--- src/rtl/video_capture_ring_if.sv ---
// Decoder-side capture bus: SAA7111A byte stream and host controls in,
// RAM write port and frame status out.
interface video_capture_ring_if #(
   parameter int NUM_BANKS = 2,
   parameter int BANK_W    = 1,
   parameter int ADDR_W    = 16
);
   logic                 vref;
   logic                 href;
   logic                 odd;
   logic [7:0]           vpo_y;
   logic                 mode;
   logic                 cap_en;
   logic [NUM_BANKS-1:0] bank_lock;
   logic                 wr_en;
   logic [ADDR_W-1:0]    wr_addr;
   logic [15:0]          wr_data;
   logic                 frame_done;
   logic [BANK_W-1:0]    done_bank;
   logic [BANK_W-1:0]    cur_bank;
   logic                 frame_drop;
   logic                 frame_short;

   modport master (
      output vref, href, odd, vpo_y, mode, cap_en, bank_lock,
      input  wr_en, wr_addr, wr_data, frame_done, done_bank,
      input  cur_bank, frame_drop, frame_short
   );

   modport slave (
      input  vref, href, odd, vpo_y, mode, cap_en, bank_lock,
      output wr_en, wr_addr, wr_data, frame_done, done_bank,
      output cur_bank, frame_drop, frame_short
   );
endinterface

--- src/rtl/video_capture_ring.sv ---
// YCbCr422 capture: decimate odd fields to OUT_W x OUT_H RGB565 and
// write them into a ring of lockable frame banks.
module video_capture_ring #(
   parameter int OUT_W       = 180,
   parameter int OUT_H       = 120,
   parameter int H_DECIM     = 4,
   parameter int V_DECIM     = 2,
   parameter int NUM_BANKS   = 2,
   parameter int BANK_W      = 1,
   parameter int ADDR_W      = 16,
   parameter int BANK_STRIDE = 32768,
   parameter int Y_BLACK     = 95
)(
   input logic                 clk_llc,
   input logic                 reset,
   video_capture_ring_if.slave vid
);

   localparam int HD2 = H_DECIM / 2;
   localparam int GW  = (HD2 > 1) ? $clog2(HD2) : 1;
   localparam int VW  = (V_DECIM > 1) ? $clog2(V_DECIM) : 1;
   localparam int CW  = $clog2(OUT_W + 1);
   localparam int RW  = $clog2(OUT_H + 1);

   logic              fld_q, fld_d;
   logic              href_q, href_d;
   logic              armed_q, armed_d;
   logic              mode_q, mode_d;
   logic [1:0]        ph_q, ph_d;
   logic [GW-1:0]     g_q, g_d;
   logic [VW-1:0]     l_q, l_d;
   logic [CW-1:0]     col_q, col_d;
   logic [RW-1:0]     row_q, row_d;
   logic              lwr_q, lwr_d;
   logic [7:0]        cb_q, cb_d;
   logic [7:0]        y_q, y_d;
   logic [7:0]        cr_q, cr_d;
   logic              wr_en_q, wr_en_d;
   logic [ADDR_W-1:0] wr_addr_q, wr_addr_d;
   logic [15:0]       wr_data_q, wr_data_d;
   logic              done_q, done_d;
   logic              drop_q, drop_d;
   logic              short_q, short_d;
   logic [BANK_W-1:0] dbank_q, dbank_d;
   logic [BANK_W-1:0] cbank_q, cbank_d;

   logic              fld, fld_rise, fld_fall;
   logic              line_end, grp_end, wr_now;
   logic              full, found;
   logic [BANK_W-1:0] nxt_bank, cand;
   logic [15:0]       pix;

   assign fld      = vid.vref & vid.odd;
   assign fld_rise = fld & ~fld_q;
   assign fld_fall = ~fld & fld_q;
   assign line_end = fld & href_q & ~vid.href;
   assign grp_end  = fld & vid.href & (ph_q == 2'd3);
   assign full     = (row_q == RW'(OUT_H));
   assign wr_now   = grp_end & armed_q & (g_q == '0) & (l_q == '0)
                   & (col_q < CW'(OUT_W)) & (row_q < RW'(OUT_H));

   // Pixel conversion from the latched Y0/Cb/Cr of the current group
   always_comb begin
      if (mode_q)
         pix = {y_q[7:3], y_q[7:2], y_q[7:3]};
      else if (y_q <= 8'd180 && cb_q <= 8'd130 && cr_q <= 8'd120)
         pix = 16'h07E0;
      else if (y_q <= 8'd230 && cb_q <= 8'd175 && cr_q >= 8'd145)
         pix = 16'hF800;
      else if (y_q <= 8'd170 && cb_q >= 8'd148 && cr_q <= 8'd163)
         pix = 16'h001F;
      else if (y_q <= 8'(Y_BLACK))
         pix = 16'h0000;
      else
         pix = 16'hFFFF;
   end

   // First unlocked bank after the current one, searching the ring
   always_comb begin
      nxt_bank = cbank_q;
      found    = 1'b0;
      cand     = cbank_q;
      for (int i = 1; i < NUM_BANKS; i++) begin
         cand = BANK_W'((int'(cbank_q) + i) % NUM_BANKS);
         if (!found && !vid.bank_lock[cand]) begin
            nxt_bank = cand;
            found    = 1'b1;
         end
      end
   end

   // Next-state for byte phase, decimation counters and write port
   always_comb begin
      fld_d     = fld;
      href_d    = vid.href;
      armed_d   = armed_q;
      mode_d    = mode_q;
      ph_d      = ph_q;
      g_d       = g_q;
      l_d       = l_q;
      col_d     = col_q;
      row_d     = row_q;
      lwr_d     = lwr_q;
      cb_d      = cb_q;
      y_d       = y_q;
      cr_d      = cr_q;
      wr_en_d   = wr_now;
      wr_addr_d = wr_addr_q;
      wr_data_d = wr_data_q;
      done_d    = 1'b0;
      drop_d    = 1'b0;
      short_d   = 1'b0;
      dbank_d   = dbank_q;
      cbank_d   = cbank_q;

      if (!vid.href) begin
         ph_d = 2'd0;
         g_d  = '0;
      end else if (fld) begin
         ph_d = ph_q + 2'd1;
         if (grp_end)
            g_d = (g_q == GW'(HD2 - 1)) ? '0 : g_q + GW'(1);
      end

      if (fld & vid.href) begin
         if (ph_q == 2'd0) cb_d = vid.vpo_y;
         if (ph_q == 2'd1) y_d  = vid.vpo_y;
         if (ph_q == 2'd2) cr_d = vid.vpo_y;
      end

      if (wr_now) begin
         wr_data_d = pix;
         wr_addr_d = ADDR_W'(32'(cbank_q) * 32'(BANK_STRIDE)
                   + 32'(row_q) * 32'(OUT_W) + 32'(col_q));
         col_d     = col_q + CW'(1);
         lwr_d     = 1'b1;
      end

      // A kept line only advances row if it actually wrote a pixel
      if (line_end) begin
         l_d   = (l_q == VW'(V_DECIM - 1)) ? '0 : l_q + VW'(1);
         col_d = '0;
         lwr_d = 1'b0;
         if (lwr_q && !full)
            row_d = row_q + RW'(1);
      end

      if (fld_rise) begin
         armed_d = vid.cap_en;
         mode_d  = vid.mode;
         l_d     = '0;
         row_d   = '0;
         col_d   = '0;
         lwr_d   = 1'b0;
      end

      if (fld_fall && armed_q) begin
         armed_d = 1'b0;
         if (full) begin
            done_d  = 1'b1;
            dbank_d = cbank_q;
            drop_d  = ~found;
            cbank_d = nxt_bank;
         end else begin
            short_d = 1'b1;
         end
      end
   end

   // State registers; fld_q resets high so a field already in
   // progress at reset release is not treated as a field start
   always_ff @(posedge clk_llc or posedge reset) begin
      if (reset) begin
         fld_q     <= 1'b1;
         href_q    <= 1'b0;
         armed_q   <= 1'b0;
         mode_q    <= 1'b0;
         ph_q      <= 2'd0;
         g_q       <= '0;
         l_q       <= '0;
         col_q     <= '0;
         row_q     <= '0;
         lwr_q     <= 1'b0;
         cb_q      <= 8'd0;
         y_q       <= 8'd0;
         cr_q      <= 8'd0;
         wr_en_q   <= 1'b0;
         wr_addr_q <= '0;
         wr_data_q <= 16'd0;
         done_q    <= 1'b0;
         drop_q    <= 1'b0;
         short_q   <= 1'b0;
         dbank_q   <= '0;
         cbank_q   <= '0;
      end else begin
         fld_q     <= fld_d;
         href_q    <= href_d;
         armed_q   <= armed_d;
         mode_q    <= mode_d;
         ph_q      <= ph_d;
         g_q       <= g_d;
         l_q       <= l_d;
         col_q     <= col_d;
         row_q     <= row_d;
         lwr_q     <= lwr_d;
         cb_q      <= cb_d;
         y_q       <= y_d;
         cr_q      <= cr_d;
         wr_en_q   <= wr_en_d;
         wr_addr_q <= wr_addr_d;
         wr_data_q <= wr_data_d;
         done_q    <= done_d;
         drop_q    <= drop_d;
         short_q   <= short_d;
         dbank_q   <= dbank_d;
         cbank_q   <= cbank_d;
      end
   end

   assign vid.wr_en       = wr_en_q;
   assign vid.wr_addr     = wr_addr_q;
   assign vid.wr_data     = wr_data_q;
   assign vid.frame_done  = done_q;
   assign vid.done_bank   = dbank_q;
   assign vid.cur_bank    = cbank_q;
   assign vid.frame_drop  = drop_q;
   assign vid.frame_short = short_q;

endmodule
--- src/flat_wrapper.sv ---
// flat-port wrapper written by rule: the top's interface ports become plain ports
module video_capture_ring_flat 
#(
   parameter int OUT_W       = 180,
   parameter int OUT_H       = 120,
   parameter int H_DECIM     = 4,
   parameter int V_DECIM     = 2,
   parameter int NUM_BANKS   = 2,
   parameter int BANK_W      = 1,
   parameter int ADDR_W      = 16,
   parameter int BANK_STRIDE = 32768,
   parameter int Y_BLACK     = 95
)
  (clk_llc, reset, vid_vref, vid_href, vid_odd, vid_vpo_y, vid_mode, vid_cap_en, vid_bank_lock, vid_wr_en, vid_wr_addr, vid_wr_data, vid_frame_done, vid_done_bank, vid_cur_bank, vid_frame_drop, vid_frame_short);
  video_capture_ring_if #(.NUM_BANKS(NUM_BANKS), .BANK_W(BANK_W), .ADDR_W(ADDR_W)) vid_i ();
  input logic clk_llc;
  input logic reset;
  input wire logic [$bits(vid_i.vref)-1:0] vid_vref;
  input wire logic [$bits(vid_i.href)-1:0] vid_href;
  input wire logic [$bits(vid_i.odd)-1:0] vid_odd;
  input wire logic [$bits(vid_i.vpo_y)-1:0] vid_vpo_y;
  input wire logic [$bits(vid_i.mode)-1:0] vid_mode;
  input wire logic [$bits(vid_i.cap_en)-1:0] vid_cap_en;
  input wire logic [$bits(vid_i.bank_lock)-1:0] vid_bank_lock;
  output wire logic [$bits(vid_i.wr_en)-1:0] vid_wr_en;
  output wire logic [$bits(vid_i.wr_addr)-1:0] vid_wr_addr;
  output wire logic [$bits(vid_i.wr_data)-1:0] vid_wr_data;
  output wire logic [$bits(vid_i.frame_done)-1:0] vid_frame_done;
  output wire logic [$bits(vid_i.done_bank)-1:0] vid_done_bank;
  output wire logic [$bits(vid_i.cur_bank)-1:0] vid_cur_bank;
  output wire logic [$bits(vid_i.frame_drop)-1:0] vid_frame_drop;
  output wire logic [$bits(vid_i.frame_short)-1:0] vid_frame_short;
  assign vid_i.vref = vid_vref;
  assign vid_i.href = vid_href;
  assign vid_i.odd = vid_odd;
  assign vid_i.vpo_y = vid_vpo_y;
  assign vid_i.mode = vid_mode;
  assign vid_i.cap_en = vid_cap_en;
  assign vid_i.bank_lock = vid_bank_lock;
  assign vid_wr_en = vid_i.wr_en;
  assign vid_wr_addr = vid_i.wr_addr;
  assign vid_wr_data = vid_i.wr_data;
  assign vid_frame_done = vid_i.frame_done;
  assign vid_done_bank = vid_i.done_bank;
  assign vid_cur_bank = vid_i.cur_bank;
  assign vid_frame_drop = vid_i.frame_drop;
  assign vid_frame_short = vid_i.frame_short;
  video_capture_ring #(.OUT_W(OUT_W), .OUT_H(OUT_H), .H_DECIM(H_DECIM), .V_DECIM(V_DECIM), .NUM_BANKS(NUM_BANKS), .BANK_W(BANK_W), .ADDR_W(ADDR_W), .BANK_STRIDE(BANK_STRIDE), .Y_BLACK(Y_BLACK)) u_core (.clk_llc(clk_llc), .reset(reset), .vid(vid_i));
endmodule
--- config.mk ---
export PLATFORM = sky130hd
export DESIGN_NAME = video_capture_ring_flat
export DESIGN_NICKNAME = d
export VERILOG_FILES = /design/src/rtl/video_capture_ring_if.sv /design/src/rtl/video_capture_ring.sv /design/src/flat_wrapper.sv
export SDC_FILE = /design/constraint.sdc
export NUM_CORES = 1
export LEC_CHECK = 0
export BUFFER_PORTS_ARGS = -buffer_cell sky130_fd_sc_hd__buf_2
export CAP_MARGIN = 20
export CORE_MARGIN = 5
export CORE_UTILIZATION = 63
export DETAILED_ROUTE_END_ITERATION = 12
export PLACE_DENSITY = 0.93
export SLEW_MARGIN = 30
export SYNTH_ARGS = -nofsm -noshare
export SYNTH_HDL_FRONTEND = slang
export SYNTH_SLANG_ARGS = --single-unit
export TNS_END_PERCENT = 100
--- constraint.sdc ---
create_clock -name clk_llc -period 12.15 [get_ports clk_llc]
set_input_delay 0.6075 -clock clk_llc [delete_from_list [all_inputs] [get_ports clk_llc]]
set_output_delay 0.6075 -clock clk_llc [all_outputs]
set_load 0.01 [all_outputs]
Yosys cells after proc, flatten, opt, wreduce, memory -nomap -nowiden. Index checks and enable logic that the tools add are counted.

Register bits: 86. Output and inout port bits: 38. Logic and storage cells: 121.

$add $sub $neg: 8. Multiply operators: 1. Magnitude comparators: 13. Equality and inequality tests: 6. Multiplexer cells: 33. Bitwise operators: 18. Reductions and logical operators: 21.

Operators by type and width (count): $mux W16 (5); $le A8 B8 Y1 const B (6); $mux W8 (3); $mux W7 (3); $mux W1 (20); $add A16 B15 Y16 (1); $add A16 B8 Y16 (1); $ge A8 B8 Y1 const B (2); $le A8 B7 Y1 const B (2); $mul A7 B6 Y13 const B (1); $and A1 B1 Y1 (12); $reduce_and A2 Y1 (6); $add A8 B1 Y8 const B (1); $logic_and A1 B1 Y1 (8); $lt A8 B8 Y1 const B (1); $add A7 B1 Y7 const B (1); $eq A7 B7 Y1 const B (1); $lt A7 B7 Y1 const B (1); $not A1 Y1 (6); $reduce_bool A2 Y1 (3); $eq A2 B2 Y1 const B (2); $mux W2 (2); $ne A2 B1 Y1 const B (2); $add A1 B1 Y1 const B (3); 7 further kinds (7).

Longest topological paths before layout. Gate-level depths: netlist (run 1).

Depth in word-level cells: 11. Mapped depth: 14.

Worst setup path before layout (run 1). OpenSTA, ideal clock, no wires.

Path type: register to register. Start point: reg u_core.row_q[2]. End point: reg u_core.wr_addr_q[15], in the netlist u_core.vid.wr_addr[15]. Setup time: 0.082 ns. Arrival: 4.130 ns. Required time: 12.068 ns. Path slack: 7.938 ns. Stages on the path, launching flop included: 15. Period minus slack after synthesis: 4.212 ns. Cell sequence: dfrtp_1 > ha_1 > ha_1 > inv_1 > fa_1 > inv_1 > ha_1 > fa_1 > ha_1 > nor2_1 > nor2_1 > o211ai_1 > or4b_4 > or4_1 > a31oi_1.

Cells in the longest elaborated chain, start to end: 3. Elaborated cells on any way between the ends: 5. Classes of those cells: add/sub: 2; mul: 1; order compare: 1; bitwise: 1.

RTL lines: start, declared (line video_capture_ring.sv:33) `logic [RW-1:0] row_q, row_d;`; start signal, assigned (line video_capture_ring.sv:204) `row_q <= row_d;`; $mul A7 B6 Y13 (line video_capture_ring.sv:134) `+ 32'(row_q) * 32'(OUT_W) + 32'(col_q));`; $add A16 B15 Y16 (line video_capture_ring.sv:134); $add A16 B8 Y16 (line video_capture_ring.sv:134); end signal, assigned (line video_capture_ring.sv:210) `wr_addr_q <= wr_addr_d;`; end, declared (line video_capture_ring.sv:39) `logic [ADDR_W-1:0] wr_addr_q, wr_addr_d;`.

Several ways; a longest one is shown, not always the timed one. A chain may end at the register's enable or synchronous reset.

Final worst setup path (run 1). Same ends and word-level chain as after synthesis.

==> flow_summary.json, run 1 <==
{
  "fillCellCount": 520,
  "grt_overflow_total": 0,
  "internal_power_mw": 0.4169,
  "synth_area_leader_cell": "dfrtp_1",
  "drive_gt1_share_pct": 20.07,
  "path_cells": "ha_1, ha_1, inv_1, fa_1, inv_1, ha_1, fa_1, ha_1, nor2_1, nor2_1, o211ai_1, or4b_4, or4_1, a31oi_1",
  "first_global_vias": 3908,
  "cp_data_arrival_time_ns": 4.86,
  "fp-row-count": 32,
  "dr.first_iter.drc_count": 229,
  "path_common_cell": "ha_1",
  "criticalPathCategory": "flip-flop to flip-flop",
  "period_minus_slack_ns": 4.583,
  "dieArea_sq_mm": 0.009603,
  "dp_hpwl_mm": 7.623,
  "cp_max_fo": 7,
  "hp-class": "input port to asynchronous set/reset pin",
  "p_per_area_mw_per_mm2": 107.6,
  "ant_nets": 0,
  "ctsRootBufferMaster": "clkbuf_8",
  "synth_area_per_cell_sq_um": 10.10,
  "tns_ns": 0,
  "cts_inserted_buffers": 9,
  "routedWlPerCell_um": 15.87,
  "cp-start-kind": "flip-flop",
  "route.vias.total": 3766,
  "vdd_drop_max_mv": 0.08946,
  "first_pass_iters": 4,
  "cap_violations": 0,
  "grt.total_usage_pct": 22.90,
  "netlist.area_leader.share_pct": 43.60,
  "ys_warn_count": 0,
  "switchingPower_mw": 0.1665,
  "cp.buffers_inverters": 2,
  "p_comb_share_pct": 12.6,
  "cts_buffer_depth": 2,
  "viasPerCell": 5.839,
  "clock_power_share_pct": 30.6,
  "ys_seq_area_share_pct": 44.14,
  "place.gp.congestion": 0.9658,
  "slowest_delay_ns": 0.59,
  "syn_area_sq_mm": 0.004878,
  "die_w_um": 98.00,
  "ff_latch_area_sq_mm": 0.002153,
  "async_reset_ff_share_pct": 100.0,
  "slowest_stage": "or4b_4",
  "synthCells": 483,
  "grt_pass1_wl_mm": 18.03,
  "synth_edf_count": 0,
  "final_nets": 600,
  "clk_pin_slew_ns": 0.08,
  "ys.flop_type": "dfrtp_1",
  "status": "complete, no violations",
  "insertion_delay_ns": 0.36,
  "ios": 55,
  "htreeDepth": 3,
  "hold_viol": 0,
  "ctsResizeCount": 0,
  "antenna_cells": 0,
  "ys_seq_elements": 86,
  "finalPower_mw": 0.5834,
  "cts_tree": "built",
  "antenna_found_initial": 0,
  "post-cts-setup-buffer-count": 0,
  "worst_slew_pin_slew_ns": 0.7828,
  "clock-sinks": 86,
  "crit_path_end_kind": "flip-flop",
  "ctsHoldBuffers": 0,
  "rsz0062_at_grt": "no",
  "drc": 0,
  "drt_wl_total_mm": 10.24,
  "slew_violations": 0,
  "core_sq_mm": 0.007647,
  "synthesis.nets": 545,
  "setup_viol": 0,
  "area_growth_pct": 11.18,
  "p_leak_nw": 2.759,
  "synth.distinct_cells": 55,
  "sequentialPowerShare_pct": 56.8,
  "yosys-top-cells-area": "dfrtp_1 44%, ha_1 9.5%, mux2_2 6.0%",
  "multi_input_area_sq_mm": 0.002534,
  "fin_crit_sh_pct": 37.72,
  "die_h_um": 98.00,
  "portBuffers": 54,
  "cp_top_family": "adder cells",
  "cp.required_ns": 12.43,
  "start_util_pct": 63.79,
  "slew_headroom_pct": 46.46,
  "fmax_mhz": 218.2,
  "worst_clock_skew_ns": 0.008853,
  "swShare_pct": 28.54,
  "grt_max_degree": 87
}
cells in the final DEF, fill, tap and decap left out, drive strengths merged, types with 2 or more instances in the layout:
cell / Yosys / routed
a211oi: 5 / 5
a21boi: 4 / 4
a21oi: 14 / 14
a22o: 2 / 2
a311oi: 2 / 2
a31oi: 11 / 11
and2: 4 / 4
and3: 2 / 2
buf: 1 / 56
clkbuf: 11 / 10
clkinv: 0 / 2
clkinvlp: 0 / 3
dfrtp: 85 / 85
fa: 8 / 8
ha: 37 / 37
inv: 39 / 40
mux2: 26 / 26
nand2: 55 / 55
nand2b: 4 / 4
nand3: 10 / 10
nand4: 7 / 7
nor2: 46 / 46
nor2b: 3 / 3
nor3: 5 / 5
o2111ai: 2 / 2
o211a: 2 / 2
o211ai: 4 / 4
o21ai: 26 / 26
o21bai: 2 / 2
o22a: 11 / 11
o31ai: 4 / 4
or3: 3 / 3
or4: 2 / 2
xnor2: 16 / 16
xor2: 12 / 12
worst paths after layout:
| check | from | end | slack, ns | depth (start not counted) |
|---|---|---|---|---|
| max in group asynchronous | reset | u_core.vid.wr_addr[6] | 11.20 | 3 |
| min | reset | u_core.row_q[3] | 0.43 | 3 |
| min reg2reg | u_core.vid.wr_addr[2] | u_core.vid.wr_addr[2] | 0.48 | 2 |
| max | u_core.row_q[2] | u_core.vid.wr_addr[15] | 7.57 | 14 |
| max reg2reg | u_core.row_q[2] | u_core.vid.wr_addr[15] | 7.57 | 14 |
| min in group clk_llc | vid_href | u_core.href_q | 0.46 | 1 |
power groups by stage:
stage                     sequential [mW]  combinational, mW  clock [mW]
final                               0.331             0.0736       0.179
after global routing                0.335             0.0832       0.195
after CTS                           0.331             0.0739       0.183
after detailed placement            0.336             0.0732           0
after global placement              0.334             0.0685           0
after floorplan                     0.329             0.0557           0
stage by stage:
stage                     std cells  setup WS [ns]  hold WS (ns)  area, sq um  utilization [%]
final                           645          7.567        0.4329         5424            70.93
after global routing            645          7.377        0.4424         5424            70.93
after CTS                       645          7.600        0.4432         5424            70.93
after detailed placement        629          7.673        0.4631         5251            68.67
after global placement          629          7.843        0.4529         5248            68.62
after floorplan                 483          7.938        0.4798         4878                -
worst min-delay path: cells and delay by family:
family / cells / cell delay (ns)
buffers and inverters: 3 / 0.68
layout make-up:
| type | instances | area share [%] |
|---|---|---|
| repair buffers | 56 | 5.329 |
| clock inverters | 6 | 0.8305 |
| inverters | 39 | 2.722 |
| multi-input cells | 346 | 46.71 |
| well taps | 102 | 2.353 |
| clock buffers | 10 | 2.353 |
| flip-flops and latches | 86 | 39.70 |
sequential cells by signal, indices dropped and copies added (netlist names), 2 cells and up:
name and count:
u_core.cb_q 8, u_core.col_q 8, u_core.cr_q 8, u_core.ph_q 2
u_core.row_q 7, u_core.vid.wr_addr 16, u_core.vid.wr_data 16, u_core.y_q 8
cells in the mapped netlist (3+ instances only):
cell type,instances
dfrtp_1,85
nand2_1,55
nor2_1,44
ha_1,37
inv_1,37
mux2_2,26
o21ai_0,26
xnor2_1,16
a21oi_1,14
xor2_1,12
a31oi_1,11
clkbuf_1,11
o22a_1,11
nand3_1,10
fa_1,8
nand4_1,7
nor3_1,5
and2_1,4
nand2b_1,4
o211ai_1,4
o31ai_1,4
a211oi_1,3
a21boi_0,3
nor2b_1,3
or3_1,3
layer usage:
layer | up-vias | share of wire, % | track usage [%]
li1 | 1803 | - | -
met1 | 1828 | 43 | 28.88
met2 | 116 | 50 | 39.01
met3 | 19 | 4.8 | 4.786
met4 | 0 | 1.8 | 8.413
met5 | - | 0 | 0
cells by family (layout without fill, tap and decap cells):
logic type / count (synthesis) / after routing / synth area share [%]
and+or+nand+nor: 147 / 147 / 14.00
AOI/OAI and AO/OA: 99 / 99 / 13.93
DFF: 86 / 86 / 44.14
buffers and inverters: 51 / 111 / 3.924
adders and majority gates: 45 / 45 / 12.77
xor gates and xnor gates: 28 / 28 / 5.027
muxes: 27 / 27 / 6.207
Note: power is estimated with default switching activity, not from simulation.
==> inputs of run 2 (changes only) <==
--- a/config.mk
+++ b/config.mk
@@ -8,9 +8,9 @@
 export BUFFER_PORTS_ARGS = -buffer_cell sky130_fd_sc_hd__buf_2
 export CAP_MARGIN = 20
 export CORE_MARGIN = 5
-export CORE_UTILIZATION = 63
+export CORE_UTILIZATION = 53
 export DETAILED_ROUTE_END_ITERATION = 12
-export PLACE_DENSITY = 0.93
+export PLACE_DENSITY = 0.84
 export SLEW_MARGIN = 30
 export SYNTH_ARGS = -nofsm -noshare
 export SYNTH_HDL_FRONTEND = slang
==> constraint.sdc (replaced) <==
create_clock -name clk_llc -period 3.75 [get_ports clk_llc]
set_input_delay 0.1875 -clock clk_llc [delete_from_list [all_inputs] [get_ports clk_llc]]
set_output_delay 0.1875 -clock clk_llc [all_outputs]
set_load 0.01 [all_outputs]
==> run 2 against run 1 <==
The flow now finishes with violations (hold timing, setup timing). Non-clock buffer count grew 39. Sequential share of layout area shrank 3.9 points. Total power grew to 3.6 times the previous value. Highest routed layer unchanged.
==> flow_summary.json, run 2 (synthesis gave the netlist of run 1 again) <==
{
  "slew_violations": 0,
  "slowest_stage": "fa_1",
  "layout_commonest_cell": "dfrtp_1",
  "rsz0062_at_grt": "yes",
  "p_per_area_mw_per_mm2": 344.5,
  "core_sq_mm": 0.009109,
  "slowest_delay_ns": 0.54,
  "fin_hold_ws_ns": -0.06753,
  "routedWlPerCell_um": 17.46,
  "violations": "hold timing, setup timing",
  "path_cells": "ha_4, buf_4, fa_1, inv_2, fa_1, inv_2, ha_4, o21ai_2, buf_6, nor2_4, nor4b_4, or4b_4, or4_1, a31oi_1",
  "cp_max_fo": 4,
  "fillCellCount": 694,
  "final_cell_mix": "83 x dfrtp_1, 55 x nand2_1, 54 x buf_2, 42 x nor2_1, 37 x buf_4",
  "fmax_mhz": 250.7,
  "multi_input_area_sq_mm": 0.002751,
  "cp.buffers_inverters": 4,
  "clk_pin_slew_ns": 0.10,
  "hp-class": "input port to asynchronous set/reset pin",
  "fp-row-count": 35,
  "r2r_setup_slack_ns": -0.24,
  "final_nets": 639,
  "placed_cell_area_sq_mm": 0.005540,
  "fin_crit_sh_pct": 106.4,
  "cp.required_ns": 4.03,
  "start_util_pct": 53.56,
  "die_h_um": 105.9,
  "period_minus_slack_ns": 3.990,
  "clock-sinks": 86,
  "route.vias.total": 4000,
  "drive_gt1_share_pct": 29.73,
  "slew_headroom_pct": 42.31,
  "setup_viol": 3,
  "crit_path_end_kind": "flip-flop",
  "dieArea_sq_mm": 0.01122,
  "ctsRootBufferMaster": "clkbuf_8",
  "cap_violations": 0,
  "p_leak_nw": 2.973,
  "grt_max_degree": 59,
  "vdd_drop_max_mv": 0.3255,
  "ff_latch_area_sq_mm": 0.002156,
  "die_w_um": 105.9,
  "cts_buffer_depth": 2,
  "dp_hpwl_mm": 8.236,
  "cp_data_arrival_time_ns": 4.27,
  "grt_pass1_wl_mm": 20.10,
  "first_pass_iters": 4,
  "insertion_delay_ns": 0.36,
  "drt_wl_total_mm": 12.10,
  "viasPerCell": 5.772,
  "design_area_sq_mm": 0.006018,
  "worst_clock_skew_ns": 0.01128,
  "finalPower_mw": 2.073,
  "ant_nets": 0,
  "cp_top_family": "adder cells",
  "antenna_found_initial": 0,
  "criticalPathCategory": "flip-flop to flip-flop",
  "portBuffers": 54,
  "grt.total_usage_pct": 22.20,
  "place.gp.congestion": 0.8663,
  "worst_slew_pin_slew_ns": 0.8436,
  "cts_inserted_buffers": 9,
  "antenna_cells": 0,
  "area_growth_pct": 23.36,
  "grt_overflow_total": 0,
  "dr.first_iter.drc_count": 254,
  "status": "finished with violations",
  "first_global_vias": 4284,
  "setup_ws_ns": -0.2396,
  "htreeDepth": 3,
  "hold_viol": 56,
  "drc": 0,
  "cp-start-kind": "flip-flop",
  "ios": 55,
  "cts_tree": "built"
}
## run 2: per-layer routing
layer	track usage [%]	share of wire (%)	up-vias	routed length, um
met3	4.129	4.0	32	488
li1	-	-	1878	-
met4	7.863	2.5	0	298
met5	0	0	-	0
met1	25.40	38	1964	4618
met2	41.26	55	126	6692
## run 2: metrics by stage
step	TNS (ns)	utilization (%)	std cells	setup slack (ns)
2_1_floorplan	-0.2975	-	483	-0.2975
3_3_place_gp	-0.2776	60.82	671	-0.1791
3_5_place_dp	-0.6697	60.82	671	-0.3045
4_1_cts	-0.2583	65.30	691	-0.2054
5_1_grt	-0.7072	66.07	693	-0.3264
6_report	-0.4294	66.07	693	-0.2396
## run 2: worst paths after layout
kind                                       from                     end  cells past startpoint
max                             u_core.row_q[2]  u_core.vid.wr_addr[15]                     14
min                                       reset          u_core.cb_q[4]                      2
max reg2reg                     u_core.row_q[2]  u_core.vid.wr_addr[15]                     14
min reg2reg                u_core.vid.done_bank    u_core.vid.done_bank                      2
max in group asynchronous                 reset          u_core.cb_q[7]                      3
min in group clk_llc                   vid_href           u_core.href_q                      1
## run 2: final cells by class
cell class	count	share of cell area, %
clock buffers	10	2.287
clock inverters	6	1.559
inverters	39	2.474
multi-input cells	346	45.72
flip-flops and latches	86	35.82
well taps	111	2.308
repair buffers	95	9.834
## run 2: power breakdown
group	internal (mW)	total, mW	switching [mW]
logic	0.110	0.238	0.128
clock network	0.400	0.759	0.360
registers	0.997	1.08	0.0786
total	1.51	2.07	0.566
## run 2: what timing repair did
action | 4_1_cts | 5_1_grt
hold endpoints to repair | 0 | 1
gates resized for setup | 21 | 12
buffers inserted | 4 | 1
hold buffers | 0 | 1
pin swaps | 9 | 10
setup endpoints to repair | 3 | 4
==> inputs of run 3 (changes only) <==
--- a/config.mk
+++ b/config.mk
@@ -7,6 +7,7 @@
 export LEC_CHECK = 0
 export BUFFER_PORTS_ARGS = -buffer_cell sky130_fd_sc_hd__buf_2
 export CAP_MARGIN = 20
+export CORE_ASPECT_RATIO = 1.2
 export CORE_MARGIN = 5
 export CORE_UTILIZATION = 53
 export DETAILED_ROUTE_END_ITERATION = 12
==> run 3 against run 2 <==
The flow finishes with violations (setup timing). Core utilization increased by 0.44 points. Register-to-register slack about the same. Total power increased by 1.4%. Die area about the same. Largest cell class unchanged. Combinational power about the same. Critical path depth decreased by 1. Flip-flop and latch count unchanged. Highest routed layer unchanged. Maximum frequency decreased by 0.29%. Sequential share of layout area about the same. Cell area decreased by 0.17%.
==> flow_summary.json, run 3 (synthesis gave the netlist of run 1 again) <==
{
  "slew_violations": 0,
  "antenna_found_initial": 0,
  "final_cell_mix": "84 x dfrtp_1, 55 x nand2_1, 54 x buf_2, 42 x nor2_1, 37 x buf_4",
  "cts_tree": "built",
  "fp-row-count": 38,
  "area_growth_pct": 23.16,
  "grt_pass1_wl_mm": 18.68,
  "drt_wl_total_mm": 11.35,
  "hp-class": "input port to flip-flop",
  "dr.first_iter.drc_count": 243,
  "setup_ws_ns": -0.2511,
  "cp_data_arrival_time_ns": 4.25,
  "die_h_um": 115.1,
  "grt_overflow_total": 0,
  "p_comb_share_pct": 11.2,
  "antenna_cells": 0,
  "place.gp.congestion": 0.8528,
  "slew_headroom_pct": 49.76,
  "clk_pin_slew_ns": 0.10,
  "switchingPower_mw": 0.5489,
  "layoutNonFillerInstCount": 702,
  "route.vias.total": 3938,
  "p_leak_nw": 2.972,
  "cts_inserted_buffers": 9,
  "ant_nets": 0,
  "criticalPathCategory": "flip-flop to flip-flop",
  "cap_violations": 0,
  "core_sq_mm": 0.009034,
  "first_global_vias": 4134,
  "portBuffers": 54,
  "dp.cells": 680,
  "fin_crit_sh_pct": 106.7,
  "layout_commonest_cell": "dfrtp_1",
  "clock_power_share_pct": 37.4,
  "cp-start-kind": "flip-flop",
  "violations": "setup timing",
  "period_minus_slack_ns": 4.001,
  "cts_buffer_depth": 2,
  "crit_path_end_kind": "flip-flop",
  "vdd_drop_max_mv": 0.3297,
  "rsz0062_at_grt": "yes",
  "viasPerCell": 5.610,
  "swShare_pct": 26.12,
  "fillCellCount": 674,
  "first_pass_iters": 4,
  "htreeDepth": 3,
  "hold_viol": 0,
  "grt_max_degree": 58,
  "cp.required_ns": 4.00,
  "top_usage_layer": "met2",
  "drive_gt1_share_pct": 29.38,
  "worst_clock_skew_ns": 0.01999,
  "use_met2_pct": 39.09,
  "fin_hold_ws_ns": 0.02520,
  "cp_max_fo": 4,
  "internal_power_mw": 1.553,
  "insertion_delay_ns": 0.38,
  "die_w_um": 97.58,
  "start_util_pct": 54.00,
  "status": "finished with violations",
  "grt_use_met3_pct": 4.187,
  "sequentialPowerShare_pct": 51.4,
  "routedWlPerCell_um": 16.17,
  "ctsRootBufferMaster": "clkbuf_8",
  "drc": 0,
  "worst_slew_pin_slew_ns": 0.7346,
  "final_nets": 639,
  "clock-sinks": 86,
  "dp_hpwl_mm": 8.216,
  "ios": 55,
  "setup_viol": 2,
  "grt.total_usage_pct": 20.62,
  "dieArea_sq_mm": 0.01123,
  "p_per_area_mw_per_mm2": 349.8,
  "grt.met1_usage_pct": 22.00,
  "fmax_mhz": 249.9
}
## run 3: cell count changes in the layout (fill, tap and decap cells not counted), moves of 2 or more
cell,change
ha_4,-3
or4_1,-2
clkbuf_1,+2
o21ai_1,+2
ha_1,+2
clkinv_4,-2
or4_4,+2
## run 3: final timing paths
path                                          endpoint                   start  depth (start not counted)  slack, ns
worst max-delay path            u_core.vid.wr_addr[15]         u_core.row_q[2]                         13      -0.25
worst min-delay path               u_core.vid.cur_bank        vid_bank_lock[1]                          2       0.03
worst max register to register  u_core.vid.wr_addr[15]         u_core.row_q[2]                         13      -0.25
worst min register to register  u_core.vid.wr_addr[10]  u_core.vid.wr_addr[10]                          2       0.48
max in group asynchronous       u_core.vid.wr_addr[12]                   reset                          4       2.41
min in group asynchronous              u_core.row_q[2]                   reset                          3       0.47
## run 3: stage by stage
step | instance area [sq um] | setup slack [ns] | util [%] | power, mW | setup TNS, ns
6_report | 6008 | -0.2511 | 66.51 | 2.102 | -0.3535
5_1_grt | 6008 | -0.3837 | 66.51 | 2.189 | -0.6589
4_1_cts | 5888 | -0.1347 | 65.18 | 2.099 | -0.1703
3_5_place_dp | 5552 | -0.2351 | 61.45 | 1.326 | -0.4363
3_3_place_gp | 5552 | -0.1667 | 61.45 | 1.307 | -0.1805
2_1_floorplan | 4912 | -0.2975 | - | 1.246 | -0.2975
## run 3: area by class of cell
class,count,area (sq um),share of cell area [%]
clock buffers,11,131.4,2.187
clock inverters,5,106.4,1.770
inverters,39,148.9,2.478
multi-input cells,346,2725,45.36
flip-flops and latches,86,2155,35.86
well taps,120,150.1,2.499
repair buffers,95,591.8,9.850
## run 3: per-layer routing
metal | wire length (um) | vias to the layer above
met2 | 6221 | 115
li1 | - | 1869
met3 | 514 | 36
met1 | 4259 | 1918
met5 | 0 | -
met4 | 354 | 0
## run 3: repair_timing
action / CTS / global route
gates cloned: 0 / 0
hold buffers: 0 / 1
hold endpoints to repair: 0 / 41
pin swaps: 11 / 16
buffers inserted: 4 / 2
resized for setup: 10 / 22
setup endpoints to repair: 3 / 3
## run 3: critical path, cell delays in order, from the launching register on
cell and delay, ns:
dfrtp_2 0.45, ha_4 0.24, ha_4 0.26, inv_2 0.03
fa_1 0.49, inv_2 0.05, ha_4 0.16, fa_2 0.42
a211oi_4 0.35, nor2_4 0.09, nor4b_4 0.22, or4b_4 0.51
o31ai_1 0.47, a31oi_4 0.13
## run 3: power groups by stage
stage | combinational (mW) | clock (mW) | sequential (mW)
global route | 0.267 | 0.832 | 1.09
floorplan | 0.180 | 0 | 1.07
detailed placement | 0.232 | 0 | 1.09
global placement | 0.220 | 0 | 1.09
finish | 0.236 | 0.787 | 1.08
CTS | 0.236 | 0.787 | 1.08
